`src/rtl/song_recorder.sv`:
```
// song_recorder: records key presses as {duration, note_pitch} entries into a
// 128-word song memory. Address 0 receives the note count when the recording
// closes; notes fill addresses 1..127. Durations are measured in ticks of
// TICK_DIV clock cycles and saturate at 65535.
// Optional build macro REC_REST_EN: silences between notes are timed and
// written as entries with note_pitch 0.
module song_recorder #(
    parameter int TICK_DIV = 1000000
) (
    input  logic        clk,
    input  logic        rst,
    input  logic        start,
    input  logic        stop,
    input  logic [9:0]  key_in,
    input  logic        wr_ready,
    output logic        wr_en,
    output logic [6:0]  wr_addr,
    output logic [25:0] wr_data,
    output logic        busy,
    output logic        done,
    output logic        full,
    output logic [6:0]  note_count
);

`ifdef REC_REST_EN
    localparam bit REST_EN = 1'b1;
`else
    localparam bit REST_EN = 1'b0;
`endif

    localparam int PW = (TICK_DIV > 1) ? $clog2(TICK_DIV) : 1;

    localparam logic [2:0] S_IDLE   = 3'd0;
    localparam logic [2:0] S_WAIT   = 3'd1;
    localparam logic [2:0] S_HOLD   = 3'd2;
    localparam logic [2:0] S_WRITE  = 3'd3;
    localparam logic [2:0] S_FINISH = 3'd4;
    localparam logic [2:0] S_DONE   = 3'd5;

    logic [2:0]    state;
    logic [9:0]    key_q;
    logic [9:0]    key_prev;
    logic [9:0]    cur_note;
    logic [PW-1:0] presc;
    logic [15:0]   dur;
    logic [6:0]    addr;       // next note address to be written
    logic          stop_pend;  // stop seen while a note write is outstanding

    logic          tick;
    logic          key_change;
    logic [15:0]   dur_next;
    logic [15:0]   dur_entry;

    assign key_change = (key_q != key_prev);
    assign tick       = (state != S_IDLE) && (presc == PW'(TICK_DIV - 1));
    assign dur_next   = (tick && dur != 16'hFFFF) ? dur + 16'd1 : dur;
    // A note released before the first tick still occupies one tick
    assign dur_entry  = (dur == 16'd0) ? 16'd1 : dur;
    assign busy       = (state != S_IDLE);
    assign done       = (state == S_DONE);

    // Register the key bus and keep one cycle of history for change detection
    always_ff @(posedge clk or posedge rst) begin
        if (rst) begin
            key_q    <= '0;
            key_prev <= '0;
        end else begin
            key_q    <= key_in;
            key_prev <= key_q;
        end
    end

    // Recording FSM with prescaler, duration timer and write handshake
    always_ff @(posedge clk or posedge rst) begin
        if (rst) begin
            state      <= S_IDLE;
            presc      <= '0;
            dur        <= '0;
            cur_note   <= '0;
            addr       <= '0;
            stop_pend  <= 1'b0;
            wr_en      <= 1'b0;
            wr_addr    <= '0;
            wr_data    <= '0;
            full       <= 1'b0;
            note_count <= '0;
        end else begin
            // Free-running prescaler outside IDLE; HOLD entry overrides below
            if (state == S_IDLE || tick)
                presc <= '0;
            else
                presc <= presc + 1'b1;

            case (state)
                S_IDLE: begin
                    if (start) begin
                        state      <= S_WAIT;
                        addr       <= 7'd1;
                        note_count <= '0;
                        full       <= 1'b0;
                        stop_pend  <= 1'b0;
                        dur        <= '0;
                    end
                end

                S_WAIT: begin
                    if (REST_EN)
                        dur <= dur_next;
                    if (stop) begin
                        state <= S_FINISH;
                    end else if (key_q != '0) begin
                        // A rest is only meaningful once a note precedes it
                        if (REST_EN && addr != 7'd1) begin
                            state   <= S_WRITE;
                            wr_en   <= 1'b1;
                            wr_addr <= addr;
                            wr_data <= {dur_entry, 10'd0};
                        end else begin
                            state    <= S_HOLD;
                            cur_note <= key_q;
                            dur      <= '0;
                            presc    <= '0;
                        end
                    end
                end

                S_HOLD: begin
                    dur <= dur_next;
                    if (key_change || stop) begin
                        state   <= S_WRITE;
                        wr_en   <= 1'b1;
                        wr_addr <= addr;
                        wr_data <= {dur_entry, cur_note};
                        if (stop)
                            stop_pend <= 1'b1;
                    end
                end

                S_WRITE: begin
                    if (stop)
                        stop_pend <= 1'b1;
                    if (wr_ready) begin
                        wr_en      <= 1'b0;
                        addr       <= addr + 7'd1;
                        note_count <= note_count + 7'd1;
                        if (addr == 7'd127)
                            full <= 1'b1;
                        // Key activity during the write is not queued; decide
                        // from whatever key_q holds now
                        if (addr == 7'd127 || stop || stop_pend) begin
                            state <= S_FINISH;
                        end else if (key_q != '0) begin
                            state    <= S_HOLD;
                            cur_note <= key_q;
                            dur      <= '0;
                            presc    <= '0;
                        end else begin
                            state <= S_WAIT;
                            dur   <= '0;
                        end
                    end
                end

                S_FINISH: begin
                    // First cycle keeps wr_en low after a preceding note write
                    if (!wr_en) begin
                        wr_en   <= 1'b1;
                        wr_addr <= 7'd0;
                        wr_data <= {19'd0, note_count};
                    end else if (wr_ready) begin
                        wr_en <= 1'b0;
                        state <= S_DONE;
                    end
                end

                S_DONE: begin
                    state <= S_IDLE;
                end

                default: begin
                    state <= S_IDLE;
                end
            endcase
        end
    end

endmodule

```
`config.mk`:
```
export PLATFORM = sky130hd
export DESIGN_NAME = song_recorder
export DESIGN_NICKNAME = d
export VERILOG_FILES = /design/src/rtl/song_recorder.sv
export SDC_FILE = /design/constraint.sdc
export NUM_CORES = 1
export LEC_CHECK = 0
export CAP_MARGIN = 20
export CORE_ASPECT_RATIO = 1.2
export CORE_UTILIZATION = 61
export DETAILED_ROUTE_END_ITERATION = 8
export MAX_ROUTING_LAYER = met4
export PLACE_DENSITY_LB_ADDON = 0.12
export SLEW_MARGIN = 20
export SYNTH_ARGS = -nofsm -noshare
export SYNTH_HDL_FRONTEND = slang
export SYNTH_SLANG_ARGS = --single-unit
```
`constraint.sdc`:
```
create_clock -name clk -period 5.7 [get_ports clk]
set_clock_uncertainty 0.2 [all_clocks]
set_input_delay 0.57 -clock clk [delete_from_list [all_inputs] [get_ports clk]]
set_output_delay 0.57 -clock clk [all_outputs]
set_load 0.1 [all_outputs]
```
==> impl_metrics.csv <==
group,metric,value,unit
setup_path,critPathCaptureType,"output port",
route,totalWireLength,11400,microns
yosys,yosysWarnings,0,
yosys,synth.avg_cell_area,9.95,sq um
placement,io_buffer_count,58,
power,p_leak,2.73,nW
setup_path,slowest_stage,"clkdlybuf4s50_1",
route,first_pass_iters,5,
setup_path,path_class,"flop to output port",
timing,min_period,3470,ps
floorplan,core-area,8560,sq um
global_routing,grt_pass1_vias,3982,
yosys,synth.most_common_cell,"dfrtp_1",
route,via_count,4206,
setup_path,r2r_start,"state[1]",
timing,finalCritPeriodShare,0.610,
timing,finalSetupTns,0,ps
worst_hold_path,hp-start,"key_q[5]",
setup_path,crit_family,"buffers and inverters",
setup_path,crit_buf_inv,2,
timing,tightest_slew,1000,ps
final_layout,fill_cells,609,
setup_path,cp.required,4930,ps
cts,clkLatencyLatePin,510,ps
power,p_int,0.00186,W
timing,setup_violations,0,
placement,hpwlAfterDp,7630,microns
timing,rsz0062_at_grt,"false",
global_routing,grt_pass1_wl,19400,microns
timing,max_slew_margin,0.330,
power,p_per_area,485,nW/um^2
route,drt_iter0_drc,200,
power,power_switching,0.00133,W
setup_path,critPathMaxStageDelay,980,ps
yosys,synth_common_cells,"119 x dfrtp_1, 94 x nand2_1, 51 x nor2_1",
setup_path,path_max_fanout,19,
yosys,synth_edf_count,0,
worst_hold_path,min_path_cells,0,
timing,finalHoldViolCount,0,
setup_path,path_cells,"nor3_2, inv_1, clkdlybuf4s50_1",
worst_hold_path,hold_class,"flop to flop",
yosys,ys_types,51,
route,drc_errors,0,
yosys,synth_sequential_area_ratio,0.554,
floorplan,initial_core_util,0.627,
route,wire_per_inst,15.6,microns
timing,slew_viol_final,0,
power,irDropWorstVdd,0.281,mV
job,drv_cap,0,
cts,clkTransAtPathRegs,60,ps
setup_path,rrSetupSlack,2330,ps
cts,clk_path_buf_depth,2,
final_layout,drive_above_1_share,0.0933,
cts,cts_sinks,119,
timing,hold-worst-slack,247,ps
yosys,synthTopCellsByArea,"dfrtp_1 55%, nand2_1 6.6%, nor2_1 3.6%",
final_layout,fin_util,0.768,
cts,cts_resized,0,
floorplan,die_x,87.7,microns
placement,dp_slack,2490,ps
setup_path,r2r-end,"wr_data[9]",
setup_path,crit_arrival,2700,ps
yosys,syn-cell-area,5370,sq um
final_layout,diodes,0,
cts,cts_root_buffer,"clkbuf_8",
worst_hold_path,min_to,"key_prev[5]",
power,clockPowerShare,0.301,
status,status,"completed",
yosys,yosys_register_bits,119,
route,ant_nets,0,
cts,cts_tree,"built",
cts,post_cts_buffers,0,
placement,gp_congestion,0.907,
final_layout,syn_to_final_growth,22.3,%
power,swShare,0.417,
setup_path,cp-start-kind,"flop",
cts,cts_hold_buf,0,
floorplan,die_y,105,microns
timing,setup_slack,2230,ps
yosys,async_reset_ff_frac,1.00,
global_routing,track_usage,0.286,
setup_path,r2r_cells,6,
route,vias_per_cell,5.78,
yosys,syn-num-nets,560,
global_routing,antenna_found_initial,0,
cts,cts_max_level,4,
power,combPwrFrac,0.348,
yosys,synth_top_area_share,0.554,
power,pwr-share-seq,0.350,
yosys,synth-main-ff-cell,"dfrtp_1",
floorplan,placementRows,37,
final_layout,final_nets,618,
yosys,syn_inst,540,
yosys,yosysTopAreaCell,"dfrtp_1",
timing,max_freq,288,MHz
floorplan,die_area,9190,sq um
cts,cts_buffers,17,
floorplan,io_pins,59,
global_routing,grt.overflow.total,0,
global_routing,grt_max_degree,67,
[per-stage QoR]
step           std cells  cell area [sq um]  power [W]
4_1_cts              728               6570    0.00320
3_3_place_gp         696               6030    0.00220
5_1_grt              728               6570    0.00333
6_report             728               6570    0.00319
2_1_floorplan        540               5370    0.00199
3_5_place_dp         696               6030    0.00223
[worst max-delay path by stage]
| stage | start | endpoint | slack [ps] | cells past startpoint |
|---|---|---|---|---|
| floorplan | rst | addr[0] | 1770 | 1 |
| global placement | state[1] | wr_data[14] | 2630 | 6 |
| detailed placement | state[1] | wr_data[13] | 2490 | 6 |
| CTS | state[1] | busy | 2210 | 3 |
| global route | state[1] | wr_data[9] | 2050 | 6 |
| finish | state[1] | busy | 2230 | 3 |
[power groups by stage]
stage	registers (W)	logic [W]	clock network [W]
after global placement	0.00112	0.00108	0
after detailed placement	0.00113	0.00111	0
after global routing	0.00113	0.00119	0.00101
final	0.00112	0.00111	0.000961
after floorplan	0.00145	0.000538	0
after CTS	0.00111	0.00111	0.000977
[cells by family after synthesis]
group                    count (synthesis)  synth area share
flip-flops                             119             0.554
AND/OR/NAND/NOR                        236             0.215
buffers and inverters                   33            0.0277
XOR/XNOR                                37            0.0603
AO/OA/AOI/OAI                           93            0.0966
adder cells (fa/ha/maj)                  5            0.0116
multiplexers                            17            0.0342
[worst reg2reg max path, delay by kind of cell, from the launching register on]
kind | cells | cell delay, ps
simple gates | 3 | 1390
flops | 1 | 700
compound gates | 2 | 450
buf+inv | 1 | 480
[layout make-up]
class,count,area (sq um),share of cell area
flip-flops and latches,119,2980,0.453
multi-input cells,388,2260,0.344
repair buffers,61,603,0.0917
clock buffers,18,418,0.0636
well taps,117,146,0.0223
clock inverters,14,126,0.0192
inverters,11,43.8,0.00666
[sequential cells by signal, indices dropped and copies added (netlist names)]
name	count
presc	20
wr_data	26
addr	7
wr_addr	7
key_prev	10
key_q	10
stop_pend	1
wr_en	1
full	1
cur_note	10
state	3
dur	16
note_count	7
[routing by layer]
| metal | routed length, microns | vias to the layer above | global-route usage |
|---|---|---|---|
| li1 | - | 1999 | - |
| met1 | 4970 | 2033 | 0.375 |
| met2 | 5680 | 145 | 0.436 |
| met3 | 438 | 29 | 0.0671 |
| met4 | 286 | 0 | 0.104 |
| met5 | 0 | - | - |
[layout by cell type, fill, tap and decap left out, types with 6 or more instances in the layout]
cell type,Yosys,layout
o21ai_0,36,36
xor2_1,17,17
mux2_2,11,11
nor4_1,7,7
clkdlybuf4s50_1,0,58
nand2_1,94,94
dfrtp_1,119,119
mux2i_1,6,6
or3_1,9,9
o21ai_1,17,17
nand3_1,15,15
nor2_1,51,51
clkbuf_16,0,16
o31ai_1,6,6
inv_1,11,10
xnor2_1,20,20
nand4_1,18,18
a21oi_1,21,21
nor3_1,8,8
Note: power is estimated with default switching activity, not from simulation.
==> RTL edit (same flow settings) <==
Put one more register stage on the output `note_count`, cleared by the reset. The value now appears one clock later. The other outputs are not delayed to match.
--- a/src/rtl/song_recorder.sv
+++ b/src/rtl/song_recorder.sv
@@ -37,4 +37,6 @@
     localparam logic [2:0] S_FINISH = 3'd4;
     localparam logic [2:0] S_DONE   = 3'd5;
+
+    logic [6:0] note_count_s0;
 
     logic [2:0]    state;
@@ -84,5 +86,5 @@
             wr_data    <= '0;
             full       <= 1'b0;
-            note_count <= '0;
+            note_count_s0 <= '0;
         end else begin
             // Free-running prescaler outside IDLE; HOLD entry overrides below
@@ -97,5 +99,5 @@
                         state      <= S_WAIT;
                         addr       <= 7'd1;
-                        note_count <= '0;
+                        note_count_s0 <= '0;
                         full       <= 1'b0;
                         stop_pend  <= 1'b0;
@@ -143,5 +145,5 @@
                         wr_en      <= 1'b0;
                         addr       <= addr + 7'd1;
-                        note_count <= note_count + 7'd1;
+                        note_count_s0 <= note_count_s0 + 7'd1;
                         if (addr == 7'd127)
                             full <= 1'b1;
@@ -167,5 +169,5 @@
                         wr_en   <= 1'b1;
                         wr_addr <= 7'd0;
-                        wr_data <= {19'd0, note_count};
+                        wr_data <= {19'd0, note_count_s0};
                     end else if (wr_ready) begin
                         wr_en <= 1'b0;
@@ -185,4 +187,12 @@
     end
 
+    always_ff @(posedge clk or posedge rst) begin
+        if (rst) begin
+            note_count <= '0;
+        end else begin
+            note_count <= note_count_s0;
+        end
+    end
+
 endmodule
 
Function: changed (a bounded check fails within 10 cycles, from zero or initial values and one cycle with rst high).
==> RTL edit against the unedited design <==
- total power up 5.6%
- non-clock buffer count decreased by 1
- routed wire length up 2.0%
- global-route usage decreased by 0.41 points
- cell area is 2.9% higher
- area after synthesis rose by 3.0%
- hold slack got worse by 0.0047 ns
- count of clock-buffer cells in the layout down 1
- setup slack improved by 0.055 ns
- critical path depth is the same
- combinational power grew 5%
- first-iteration DRC count is 60% higher
- sequential cell count grew 7
==> RTL edit: results (changes against the unedited design) <==
- The post-layout net count is 619 (was 618).
- The post-detailed-placement cell area was 6170 µm² (was 6030 µm²).
- The leakage power is 2.91 nW (was 2.73 nW).
- The final critical path time including I/O delays and setup is 3.42 ns (was 3.47 ns).
- The routed via count came to 4190 (was 4206).
- The worst hold endpoint is note_count[6] (was key_prev[5]).
- The critical path data arrival time is 2.65 ns (was 2.70 ns).
- The aggregate global-route resource usage came to 28.2% (was 28.6%).
- The maximum number of pins on one net before global-route repair was 74 (was 67).
- The worst supply voltage drop on vdd is 426 µV (was 281 µV).
- The fill cell total of the finished layout came to 606 (was 609).
- The synthesized-area fraction occupied by xor and xnor cells is 5.69% (was 6.03%).
- The delay of the slowest cell on the worst path is 1.13 ns (was 0.98 ns).
- The met2 global-route usage came to 43.2% (was 43.6%).
- The wire length of the first global-routing pass is 19500 µm (was 19400 µm).
- The weighted congestion reported at the end of routability-driven placement is 0.881 (was 0.907).
- The critical hold path startpoint is note_count_s0[6] (was key_q[5]).
- The synthesized-area fraction occupied by ao, oa, aoi and oai cells came to 9.92% (was 9.66%).
- The largest fanout on the critical path came to 20 (was 19).
- The synthesized area divided by synthesized cell count came to 10.2 µm² (was 9.95 µm²).
- The count of different cell masters after synthesis is 49 (was 51).
- The placement-stage worst setup slack came to 2.37 ns (was 2.49 ns).
- The worst setup slack for register-to-register paths was 2.58 ns (was 2.33 ns).
- The endpoint of the worst register-to-register path is wr_data[11] (was wr_data[9]).
- The post-route non-filler standard cell count was 729 (was 728).
- The half-perimeter wire length after detailed placement is 7510 µm (was 7630 µm).
- The fraction of the yosys area taken by sequential cells was 56.9% (was 55.4%).
- The adder and majority gate portion of the synthesized area is 1.13% (was 1.16%).
- The global routing usage on met3 is 7.76% (was 6.71%).
- The met2 routed wirelength came to 5800 µm (was 5680 µm).
- The slew of the pin with the lowest slew margin is 0.997 ns (was 1.00 ns).
- The proportion of layout cells with a drive suffix above 1 was 9.80% (was 9.33%).
- Result of the run: completed (unchanged).
- The routed wire length on met3 was 539 µm (was 438 µm).
- The number of iterations in the first detailed-routing pass came to 4 (was 5).
- Commonest cells in the synthesized netlist: sky130_fd_sc_hd__dfrtp_1, sky130_fd_sc_hd__nand2_1, sky130_fd_sc_hd__o21ai_0 (was sky130_fd_sc_hd__dfrtp_1, sky130_fd_sc_hd__nand2_1, sky130_fd_sc_hd__nor2_1).
## RTL edit: changes by cell type after synthesis, moves of 6 or more
cell and change:
sky130_fd_sc_hd__dfrtp_1 +7, sky130_fd_sc_hd__nand2_1 -6, sky130_fd_sc_hd__nand4_1 -7, sky130_fd_sc_hd__o21ai_0 +18
sky130_fd_sc_hd__o21ai_1 -17
## RTL edit: power breakdown
| group | internal [mW] | switching [mW] | leakage, nW |
|---|---|---|---|
| Clock | 0.627 | 0.407 | 0.275 |
| Combinational | 0.324 | 0.831 | 0.979 |
| Sequential | 1.03 | 0.143 | 1.66 |
| Total | 1.98 | 1.38 | 2.91 |
## RTL edit: cell type report
class,instances,area share (%)
clock inverters,15,2.41
clock buffers,17,6.12
multi-input cells,379,32.8
repair buffers,60,8.99
well taps,117,2.16
flip-flops and latches,126,46.6
inverters,15,0.870
